===== src/rtl/ir_err_pkg.sv =====
// Shared types and helpers for the IR steering-error sequencer.
package ir_err_pkg;

  typedef enum logic [1:0] {StIdle, StAccum, StDone} ir_err_state_t;

  // Wide enough for the largest weighted sum of one side plus a sign bit.
  function automatic int unsigned acc_width(int unsigned num_ch, int unsigned ir_w);
    return ir_w + num_ch / 2 + 1;
  endfunction

  function automatic logic signed [63:0] sat_to(logic signed [63:0] val, int unsigned err_w);
    logic signed [63:0] hi;
    logic signed [63:0] lo;
    hi = (64'sd1 <<< (err_w - 1)) - 64'sd1;
    lo = -(64'sd1 <<< (err_w - 1));
    if (val > hi) return hi;
    if (val < lo) return lo;
    return val;
  endfunction

endpackage


===== src/rtl/ir_err_accum.sv =====
// Signed accumulator applying positional shift/sign weights by channel select,
// with a saturated view of the running sum.
module ir_err_accum
  import ir_err_pkg::*;
#(
  parameter int unsigned NUM_CH = 8,
  parameter int unsigned IR_W   = 12,
  parameter int unsigned ERR_W  = 16
) (
  input  logic                       clk,
  input  logic                       rst_n,
  input  logic                       clr,
  input  logic                       add,
  input  logic [$clog2(NUM_CH)-1:0]  sel,
  input  logic [IR_W-1:0]            ir_data,
  output logic signed [ERR_W-1:0]    acc_sat
);

  localparam int unsigned IW = acc_width(NUM_CH, IR_W);

  logic signed [IW-1:0] acc_q;
  logic signed [IW-1:0] acc_d;
  logic signed [IW-1:0] term;

  // Pair index sel>>1 picks the shift; odd (left) sensors subtract.
  always_comb begin
    term = $signed({{(IW - IR_W){1'b0}}, ir_data}) <<< (sel >> 1);
    if (sel[0]) term = -term;
    acc_d = acc_q;
    if (clr) begin
      acc_d = '0;
    end else if (add) begin
      acc_d = acc_q + term;
    end
  end

  always_ff @(posedge clk or negedge rst_n) begin
    if (!rst_n) begin
      acc_q <= '0;
    end else begin
      acc_q <= acc_d;
    end
  end

  assign acc_sat = ERR_W'(sat_to(64'(acc_q), ERR_W));

endmodule


===== src/rtl/ir_err_sequencer.sv =====
// Frame sequencer: walks the IR channels through the external mux, accumulates
// the weighted error and publishes a saturated result with overrun tracking.
module ir_err_sequencer
  import ir_err_pkg::*;
#(
  parameter int unsigned NUM_CH = 8,
  parameter int unsigned IR_W   = 12,
  parameter int unsigned ERR_W  = 16
) (
  input  logic                       clk,
  input  logic                       rst_n,
  input  logic                       IR_vld,
  input  logic [IR_W-1:0]            ir_data,
  input  logic [NUM_CH-1:0]          ch_en,
  input  logic                       clr_ovr,
  output logic [$clog2(NUM_CH)-1:0]  sel,
  output logic                       busy,
  output logic signed [ERR_W-1:0]    err,
  output logic                       err_vld,
  output logic                       overrun
);

  localparam int unsigned SelW = $clog2(NUM_CH);

  ir_err_state_t           state_q;
  logic [NUM_CH-1:0]       en_q;
  logic                    start;
  logic                    ovr_evt;
  logic                    acc_add;
  logic signed [ERR_W-1:0] acc_sat;

  // The err_vld cycle counts as busy for start requests.
  assign start   = (state_q == StIdle) && IR_vld && !err_vld;
  assign ovr_evt = IR_vld && ((state_q != StIdle) || err_vld);
  assign acc_add = (state_q == StAccum) && en_q[sel];
  assign busy    = (state_q != StIdle);

  ir_err_accum #(
    .NUM_CH (NUM_CH),
    .IR_W   (IR_W),
    .ERR_W  (ERR_W)
  ) u_accum (
    .clk     (clk),
    .rst_n   (rst_n),
    .clr     (start),
    .add     (acc_add),
    .sel     (sel),
    .ir_data (ir_data),
    .acc_sat (acc_sat)
  );

  always_ff @(posedge clk or negedge rst_n) begin
    if (!rst_n) begin
      state_q <= StIdle;
      sel     <= '0;
      en_q    <= '0;
      err     <= '0;
      err_vld <= 1'b0;
      overrun <= 1'b0;
    end else begin
      err_vld <= 1'b0;
      if (ovr_evt) begin
        overrun <= 1'b1;
      end else if (clr_ovr) begin
        overrun <= 1'b0;
      end
      unique case (state_q)
        StIdle: begin
          if (start) begin
            sel     <= '0;
            en_q    <= ch_en;
            state_q <= StAccum;
          end
        end
        StAccum: begin
          if (sel == SelW'(NUM_CH - 1)) begin
            sel     <= '0;
            state_q <= StDone;
          end else begin
            sel <= sel + SelW'(1);
          end
        end
        StDone: begin
          err     <= acc_sat;
          err_vld <= 1'b1;
          state_q <= StIdle;
        end
        default: state_q <= StIdle;
      endcase
    end
  end

endmodule


===== config.mk =====
export PLATFORM = sky130hd
export DESIGN_NAME = ir_err_sequencer
export DESIGN_NICKNAME = d
export VERILOG_FILES = /design/src/rtl/ir_err_pkg.sv /design/src/rtl/ir_err_accum.sv /design/src/rtl/ir_err_sequencer.sv
export SDC_FILE = /design/constraint.sdc
export NUM_CORES = 1
export LEC_CHECK = 0
export ABC_AREA = 1
export CORE_MARGIN = 2
export CORE_UTILIZATION = 40
export DETAILED_ROUTE_END_ITERATION = 10
export PLACE_DENSITY = 0.62
export RECOVER_POWER = 50
export SLEW_MARGIN = 0
export SYNTH_ARGS = -nofsm -noshare
export SYNTH_HDL_FRONTEND = slang
export SYNTH_SLANG_ARGS = --single-unit

===== constraint.sdc =====
create_clock -name clk -period 3.9 [get_ports clk]
set_input_delay 0.78 -clock clk [delete_from_list [all_inputs] [get_ports clk]]
set_output_delay 0.78 -clock clk [all_outputs]
set_load 0.01 [all_outputs]

* Word-level counts from Yosys, hierarchy flattened *
Cells that the tools add are included.

word-level totals
  register bits after elaboration = 48
  bits in read-only memories = 0
  latch bits = 0
  RAM bits = 0
  output and inout port bits = 22
  input port bits = 24
  memories = 0

operators by class
  add/subtract/negate cells = 3
  bitwise operators = 0
  reductions and logical operators = 14
  magnitude comparators = 3
  multiply operators = 0
  shift-type cells = 1
  multiplexer cells = 21
  equality and inequality tests = 5
  div/mod/pow operators = 0

operator list
  kind                    count
  $mux W16                4
  $mux W17                3
  $add A17 B17 Y17        1
  $gt A17 B16 Y1 const B  1
  $lt A17 B16 Y1 const B  1
  $neg A17 Y17            1
  $sshl A13 B2 Y17        1
  $reduce_bool A2 Y1      4
  $mux W1                 7
  $mux W3                 2
  $pmux W3 S2             1
  $reduce_and A2 Y1       3
  $logic_and A1 B1 Y1     4
  $lt A3 B4 Y1 const B    1
  $mux W2                 2
  $pmux W2 S2             1
  $add A3 B1 Y3 const B   1
  $bmux W1 S3             1
  $eq A3 B3 Y1 const B    1
  $eq A2 B1 Y1 const B    1
  $eq A2 B2 Y1 const B    1
  $logic_not A2 Y1        1
  $ne A2 B1 Y1 const B    1
  $ne A2 B2 Y1 const B    1
  other kinds (2)         2

* Logic depth before layout (Yosys ltp) *
Gate-level depths: netlist of the first run.

  depth in word-level cells = 6
  gate-level depth with buffers = 23
  mapped depth without buffers = 21

* By module *
Synthesis of the first run repeated with hierarchy kept, for this count alone.

unflattened totals
  cell total of the unflattened synthesis = 514
  area total of the unflattened synthesis = 3537.1 um^2

by module, submodules not included
  module            cells an instance  area each (um^2)  times used  sequential area each (um^2)
  ir_err_accum      361                2184.6            1           425.4
  ir_err_sequencer  153                1352.5            1           775.7

* Worst setup path before layout of the first run *
OpenSTA, ideal clock, no wires.

  path kind = in2reg
  start = in ir_data[0]
  end = reg u_accum.acc_q[15]
  data arrival time = 2.809 ns
  cell stages on the path = 19
  setup time = 0.127 ns
  path buffers = 0
  path slack = 0.965 ns
  path through = nand2_1 -> a21oi_1 -> inv_1 -> ha_1 -> inv_1 -> nor2_1 -> a31oi_1 -> xor2_1 -> inv_1 -> ha_1 -> nand2_1 -> inv_1 -> a21oi_1 -> nand2_1 -> a21oi_1 -> nand2b_1 -> nand3_1 -> nand2_1 -> o21ai_0

between the ends
  longest elaborated chain between the ends = 6

ends and longest elaborated chain
  what                  RTL line                RTL
  start, declared       ir_err_sequencer.sv:13  input logic [IR_W-1:0] ir_data,
  $sshl A13 B2 Y17 (*)  ir_err_accum.sv:27      term = $signed({{(IW - IR_W){1'b0}}, ir_data}) <<< (sel >> 1);
  $neg A17 Y17          ir_err_accum.sv:28      if (sel[0]) term = -term;
  $mux W17 (*)          ir_err_accum.sv:28
  $add A17 B17 Y17 (*)  ir_err_accum.sv:33      acc_d = acc_q + term;
  $mux W17 (*)          ir_err_accum.sv:32      end else if (add) begin
  $mux W17 (*)          ir_err_accum.sv:30      if (clr) begin
  end signal, assigned  ir_err_accum.sv:39      acc_q <= '0;
  end signal, assigned  ir_err_accum.sv:41      acc_q <= acc_d;
  end, declared         ir_err_accum.sv:21      logic signed [IW-1:0] acc_q;

Every way passes the cells marked *; elsewhere a longest branch is shown, timed or not. The select of a mux whose other input is x is not followed.
A chain may end at the register's enable or synchronous reset.

* Final worst setup path of the first run *
Ends and elaborated chain as after synthesis.

==> impl_results.md, run 1 <==
* Result of the run: finished with violations
* Violated checks: max-capacitance violations, max-slew violations
* Crit end category: flip-flop
* Unrepaired setup endpoints after global routing: false
* IO Port Bufs at 45
* Capture point of the worst reg-to-reg path: u_accum.acc_q[15]
* Number of violations of the max-capacitance limit at 1
* Count of boundary I/O pins at 46
* TritonCTS clock tree: done
* DP Wirelength at 6000 µm
* Setup tns final at 0 ns
* Number of nets in the finished design at 550
* Die outline height at 96.5 µm
* Final number of max-transition violations at 49
* Critical Path Start Type: input pin
* First-pass GRT wire length at 13,400 µm
* Number of buffers added by the clock tree synthesis step at 5
* First DRT Iteration DRCs at 113
* Most frequent standard cell in the layout excluding fill and tap cells: sky130_fd_sc_hd__nand2_1
* R2R depth at 20
* Min-Delay Path Depth at 1
* Number of different library cells in the post-synthesis netlist at 37
* CP peak stage delay at 0.49 ns
* Vias in the first global route at 2,992
* Synthesized netlist cell count at 465
* Antenna violations before repair at 0
* Wire per inst at 12.6 µm
* Achievable Freq at 282 MHz
* Number of synthesized register bits at 48
* Antenna violation net count after detailed routing at 0
* Shortest period the worst path allows at 3.54 ns
* CTS root buf: sky130_fd_sc_hd__clkbuf_8
* Hold Vio Cnt, Final at 0
* Antenna cell count at 0
* Register-to-Register Setup Slack at 0.65 ns
* Clock tree buffer depth at 2
* Worst Skew at 0.00295 ns
* Global Route Usage Sum at 0.184
* Last weighted congestion value of the routability-driven placer at 1.02
* DR DRC count at 0
* Tcrit/Tclk final at 0.909
* Critical path, cell by cell: clkdlybuf4s50_1 -> nand2_1 -> a21oi_1 -> inv_1 -> ha_1 -> inv_1 -> nor2_1 -> a31oi_1 -> xor2_1 -> inv_1 -> ha_1 -> nand2_1 -> inv_1 -> a21oi_1 -> nand2_1 -> a21oi_1 -> nand2b_1 -> nand3_1 -> nand2_1 -> o21ai_0
* Post-Synthesis Net Count at 509
* Total of warnings raised by yosys at 0
* Final setup violation count at 0
* Quantity of hold-fixing buffers added after cts at 0
* Wire length reported by the detailed router at 7710 µm
* Startpoint of the worst-slack reg-to-reg timing path: sel[1]
* Relative slew slack at -0.731
* 1st-pass router iterations at 4
* Crit-path max FO at 4
* Vias at 3,076
* Path type of the worst setup path: input pin to flip-flop
* Overall die area at 9300 µm²
* Master of the slowest instance on the critical path: sky130_fd_sc_hd__clkdlybuf4s50_1
* Horiz. Die Dim at 96.5 µm
* Buffers & Inverters on Critical Path at 5
* Class of the worst hold path: flip-flop to flip-flop
* Sinks on Clock Net at 48
* Most used flip-flop cell after synthesis: sky130_fd_sc_hd__dfrtp_1
* Largest net degree at the start of global routing at 49
* Area growth, synth to finish at 17.3%
* Most used cells in the layout excluding fill and tap cells: sky130_fd_sc_hd__nand2_1, sky130_fd_sc_hd__dfrtp_1, sky130_fd_sc_hd__clkdlybuf4s50_1
* Worst hold path startpoint: en_q[2]
* Number of vias per cell after detailed routing at 5.03
* Total of fill cells in the finished design at 854
* Post-CTS setup buffers at 0
* Overflow left after global routing at 0
* Core Footprint at 8260 µm²
* Worst path arrival time at 3.74 ns
* Hold Path End: en_q[2]
* Required time of the worst setup path at 4.10 ns
* Placement row count at 33
* Proportion of layout cells with a drive suffix above 1 at 0.0968
* Fraction of registers with async set/reset at 1.00
* Share of the yosys chip area belonging to registers at 0.351
* Post-CTS resize count at 0
* Clock-pin transition on the worst setup and hold timing paths at 0.09 ns
* Critical path's top delay family: compound AO/OA/AOI/OAI gates
* EDFF count, synth at 0
* Effective utilization at floorplan at 0.414
* Clock Latency Late Sink at 0.31 ns
* Syn avg cell area at 7.35 µm²
* Number of H-tree levels at 2
* Slew at the pin closest to its max-slew limit at 2.60 ns
* Netlist Area Pre-Place at 3420 µm²
==> how the worst max path moves through the flow <==
stage | startpoint | slack (ns) | cells after the start | end
final | ir_data[0] | 0.36 | 20 | u_accum.acc_q[15]
after global routing | ir_data[0] | 0.05 | 20 | u_accum.acc_q[15]
after CTS | ir_data[0] | 0.38 | 20 | u_accum.acc_q[15]
after detailed placement | ir_data[0] | 0.07 | 20 | u_accum.acc_q[15]
after global placement | ir_data[0] | 0.09 | 20 | u_accum.acc_q[15]
after floorplan | ir_data[0] | 0.96 | 19 | u_accum.acc_q[15]
==> through the flow <==
| step | cells | setup WS (ns) | hold slack, ns | area, µm² | utilization |
|---|---|---|---|---|---|
| 3_3_place_gp | 604 | 0.0929 | 0.489 | 3930 | 0.476 |
| 4_1_cts | 611 | 0.379 | 0.520 | 4020 | 0.487 |
| 3_5_place_dp | 604 | 0.0673 | 0.499 | 3930 | 0.476 |
| 6_report | 611 | 0.357 | 0.517 | 4010 | 0.486 |
| 5_1_grt | 611 | 0.0521 | 0.545 | 4010 | 0.486 |
| 2_1_floorplan | 465 | 0.965 | 0.474 | 3420 | - |
==> registers in the layout, summed over array words and instances (netlist names) <==
register       cells
sel                3
err               16
overrun            1
en_q               8
state_q            2
u_accum.acc_q     17
err_vld            1
==> cell families (layout without fill, tap and decap cells) <==
group | count (synthesis) | after routing | synth area share
fa+ha+maj | 20 | 20 | 0.0754
xor+xnor | 18 | 18 | 0.0461
mux | 8 | 8 | 0.0263
compound gates | 83 | 83 | 0.130
flops | 48 | 48 | 0.351
buf+inv | 59 | 100 | 0.0776
simple gates | 229 | 229 | 0.293
==> synthesized netlist by cell type, types with 5 or more instances <==
master	instances	area, µm²
sky130_fd_sc_hd__nor2_1	41	154
sky130_fd_sc_hd__clkbuf_1	5	18.8
sky130_fd_sc_hd__dfrtp_1	48	1200
sky130_fd_sc_hd__nand2_1	116	435
sky130_fd_sc_hd__nor2_2	5	31.3
sky130_fd_sc_hd__mux2_2	8	90.1
sky130_fd_sc_hd__xor2_1	11	96.3
sky130_fd_sc_hd__ha_1	19	238
sky130_fd_sc_hd__xnor2_1	7	61.3
sky130_fd_sc_hd__a21oi_1	40	200
sky130_fd_sc_hd__nand2_2	18	113
sky130_fd_sc_hd__o21ai_0	30	150
sky130_fd_sc_hd__nand3_1	38	190
sky130_fd_sc_hd__inv_1	40	150
==> area by class of cell <==
cell class | instances | area (µm²) | share of cell area
multi-input cells | 358 | 1950 | 0.486
flip-flops and latches | 48 | 1200 | 0.299
repair buffers | 49 | 470 | 0.117
inverters | 44 | 168 | 0.0418
well taps | 105 | 131 | 0.0327
clock buffers | 6 | 82.6 | 0.0206
clock inverters | 1 | 8.76 | 0.00218
==> worst reg2reg max path, stage by stage, from the launching register on <==
cell	delay (ns)
sky130_fd_sc_hd__dfrtp_1	0.48
sky130_fd_sc_hd__inv_4	0.20
sky130_fd_sc_hd__nand2_1	0.09
sky130_fd_sc_hd__a21oi_1	0.13
sky130_fd_sc_hd__inv_1	0.08
sky130_fd_sc_hd__ha_1	0.21
sky130_fd_sc_hd__inv_1	0.07
sky130_fd_sc_hd__nor2_1	0.06
sky130_fd_sc_hd__a31oi_1	0.15
sky130_fd_sc_hd__xor2_1	0.16
sky130_fd_sc_hd__inv_1	0.06
sky130_fd_sc_hd__ha_1	0.34
sky130_fd_sc_hd__nand2_1	0.13
sky130_fd_sc_hd__inv_1	0.05
sky130_fd_sc_hd__a21oi_1	0.13
sky130_fd_sc_hd__nand2_1	0.10
sky130_fd_sc_hd__a21oi_1	0.29
sky130_fd_sc_hd__nand2b_1	0.20
sky130_fd_sc_hd__nand3_1	0.08
sky130_fd_sc_hd__nand2_1	0.06
sky130_fd_sc_hd__o21ai_0	0.08
==> routing by layer <==
metal  wire, µm  track usage  vias up
li1           -            -     1601
met1       3680        0.233     1409
met2       3580        0.319       55
met3        296       0.0341       11
met4        144       0.0552        0
met5          0            0        -
Power of run 1 is not shown: default switching activity piles up to over one toggle a cycle in this logic, so the estimate is an artifact.
==> run 2: changes to the inputs <==
--- a/config.mk
+++ b/config.mk
@@ -6,10 +6,13 @@
 export NUM_CORES = 1
 export LEC_CHECK = 0
 export ABC_AREA = 1
-export CORE_MARGIN = 2
+export CAP_MARGIN = 5
+export CELL_PAD_IN_SITES_DETAIL_PLACEMENT = 1
+export CELL_PAD_IN_SITES_GLOBAL_PLACEMENT = 1
+export CORE_MARGIN = 8
 export CORE_UTILIZATION = 40
 export DETAILED_ROUTE_END_ITERATION = 10
-export PLACE_DENSITY = 0.62
+export PLACE_DENSITY = 0.81
 export RECOVER_POWER = 50
 export SLEW_MARGIN = 0
 export SYNTH_ARGS = -nofsm -noshare
==> impl_results.md, run 2 (synthesized netlist as in run 1, its figures left out) <==
* Class of the worst hold path: flip-flop to flip-flop
* Critical Path Start Type: input pin
* Final number of max-transition violations at 49 (unchanged)
* First DRT Iteration DRCs at 57 (-50%)
* Core Footprint at 8260 µm² (unchanged)
* Crit-path max FO at 4 (unchanged)
* Achievable Freq at 278 MHz (-1.4%)
* Critical path's top delay family: simple AND/OR/NAND/NOR gates
* Cell with the most instances on the worst path: sky130_fd_sc_hd__nand2_1
* 1st-pass router iterations at 4 (unchanged)
* Tcrit/Tclk final at 0.922 (+0.0131)
* Violated checks: max-capacitance violations, max-slew violations
* Number of violations of the max-capacitance limit at 1 (unchanged)
* Buffers & Inverters on Critical Path at 4 (-1)
* Count of boundary I/O pins at 46 (unchanged)
* Sinks on Clock Net at 48 (unchanged)
* Clock tree buffer depth at 2 (unchanged)
* Wire length reported by the detailed router at 9500 µm (+23%)
* CTS root buf: sky130_fd_sc_hd__clkbuf_8
* Total of fill cells in the finished design at 1,069 (+25%)
* Effective utilization at floorplan at 0.414 (unchanged)
* Placement row count at 33 (unchanged)
* Crit end category: flip-flop
* Worst hold path startpoint: en_q[6]
* DP Wirelength at 7460 µm (+24%)
* Critical path, cell by cell: clkdlybuf4s50_1 -> nand2_1 -> a21oi_1 -> inv_1 -> ha_1 -> inv_1 -> nor2_1 -> a31oi_1 -> xor2_1 -> inv_1 -> ha_1 -> nand2_1 -> nand2_1 -> a21oi_2 -> nand2_2 -> a21oi_4 -> nand2b_4 -> nand3_1 -> nand2_1 -> o21ai_0
* Area growth, synth to finish at 18.3%
* Least setup slack across all paths after layout at 0.306 ns (-0.0512 ns)
* Clock-pin transition on the worst setup and hold timing paths at 0.09 ns (about the same)
* Shortest period the worst path allows at 3.59 ns (+0.0512 ns)
* Reg with most FFs: u_accum.acc_q
* Die outline height at 108 µm (+12%)
* Master of the slowest instance on the critical path: sky130_fd_sc_hd__clkdlybuf4s50_1
* Max reg flops at 17 (unchanged)
* Largest net degree at the start of global routing at 49 (unchanged)
* Antenna violations before repair at 0 (unchanged)
* Number of H-tree levels at 2 (unchanged)
* Horiz. Die Dim at 108 µm (+12%)
* IO Port Bufs at 45 (unchanged)
* Path type of the worst setup path: input pin to flip-flop
* Slew at the pin closest to its max-slew limit at 2.68 ns (+0.0827 ns)
* Antenna violation net count after detailed routing at 0 (unchanged)
* Clock Latency Late Sink at 0.31 ns (about the same)
* Number of buffers added by the clock tree synthesis step at 5 (unchanged)
* First-pass GRT wire length at 16,400 µm (+23%)
* Global Route Usage Sum at 0.172 (-0.0123)
* Quantity of hold-fixing buffers added after cts at 0 (unchanged)
* Required time of the worst setup path at 4.09 ns (about the same)
* CP Launch Point: ir_data[0]
* Setup Slack @ Placement at -0.112 ns (-0.179 ns)
* Result of the run: finished with violations
* Proportion of layout cells with a drive suffix above 1 at 0.109 (+0.0119)
* Most frequent standard cell in the layout excluding fill and tap cells: sky130_fd_sc_hd__nand2_1
* TritonCTS clock tree: done
* DR DRC count at 0 (unchanged)
* Relative slew slack at -0.786 (-0.0552)
* Number of vias per cell after detailed routing at 5.22 (+3.6%)
* Number of nets in the finished design at 550 (unchanged)
* Vias in the first global route at 3,514 (+17%)
* Hold Vio Cnt, Final at 0 (unchanged)
* Most used cells in the layout excluding fill and tap cells: sky130_fd_sc_hd__nand2_1, sky130_fd_sc_hd__dfrtp_1, sky130_fd_sc_hd__clkdlybuf4s50_1
* Worst path arrival time at 3.79 ns (+0.05 ns)
* Vias at 3,187 (+3.6%)
* Final setup violation count at 0 (unchanged)
* CP peak stage delay at 0.49 ns (about the same)
* Worst Skew at 0.0132 ns (+0.0103 ns)
* Antenna cell count at 0 (unchanged)
* Leading registers by flop count: u_accum.acc_q (17), err (16), en_q (8)
* Wire per inst at 15.5 µm (+23%)
* Overall die area at 11,800 µm² (+26%)
* Startpoint of the worst-slack reg-to-reg timing path: sel[2]
* Last weighted congestion value of the routability-driven placer at 0.885 (-13%)
* Overflow left after global routing at 0 (unchanged)
-- run 2: metrics by stage --
stage | instances | hold slack (ns) | utilization | setup TNS [ns] | area (µm²)
floorplan | 465 | 0.474 | - | 0 | 3420
global placement | 603 | 0.489 | 0.475 | 0 | 3920
detailed placement | 603 | 0.492 | 0.475 | -0.112 | 3920
CTS | 610 | 0.513 | 0.486 | 0 | 4010
global route | 611 | 0.540 | 0.490 | -0.0506 | 4040
finish | 611 | 0.505 | 0.490 | 0 | 4040
-- run 2: cell type report --
cell class | count | area (µm²) | share of cell area
tap | 105 | 131 | 0.0325
multi-input combinational | 358 | 1980 | 0.489
inverter | 44 | 168 | 0.0415
clock inverter | 1 | 8.76 | 0.00217
clock buffer | 6 | 82.6 | 0.0204
timing repair buffer | 49 | 474 | 0.117
sequential | 48 | 1200 | 0.297
-- run 2: layer usage --
metal | part of all wire | wire length, µm | up-vias | track usage
li1 | - | - | 1596 | -
met3 | 0.032 | 306 | 10 | 0.0244
met1 | 0.45 | 4260 | 1535 | 0.206
met2 | 0.51 | 4800 | 46 | 0.314
met4 | 0.013 | 128 | 0 | 0.0420
met5 | 0 | 0 | - | 0
-- run 2: path summary, 6_finish.rpt --
kind | to | slack (ns) | cells after the start
hold / removal | en_q[6] | 0.51 | 1
hold reg to reg | en_q[6] | 0.51 | 1
setup / recovery | u_accum.acc_q[15] | 0.31 | 20
setup reg to reg | u_accum.acc_q[15] | 0.54 | 18
max in group asynchronous | sel[0] | 1.08 | 1
min in group asynchronous | u_accum.acc_q[2] | 1.32 | 1
-- run 2: timing repair --
item | CTS | global route
setup buffers | 0 | 1
resized for setup | 0 | 6
endpoints found under the setup margin | 0 | 1
Power of run 2 is left out for the same reason.
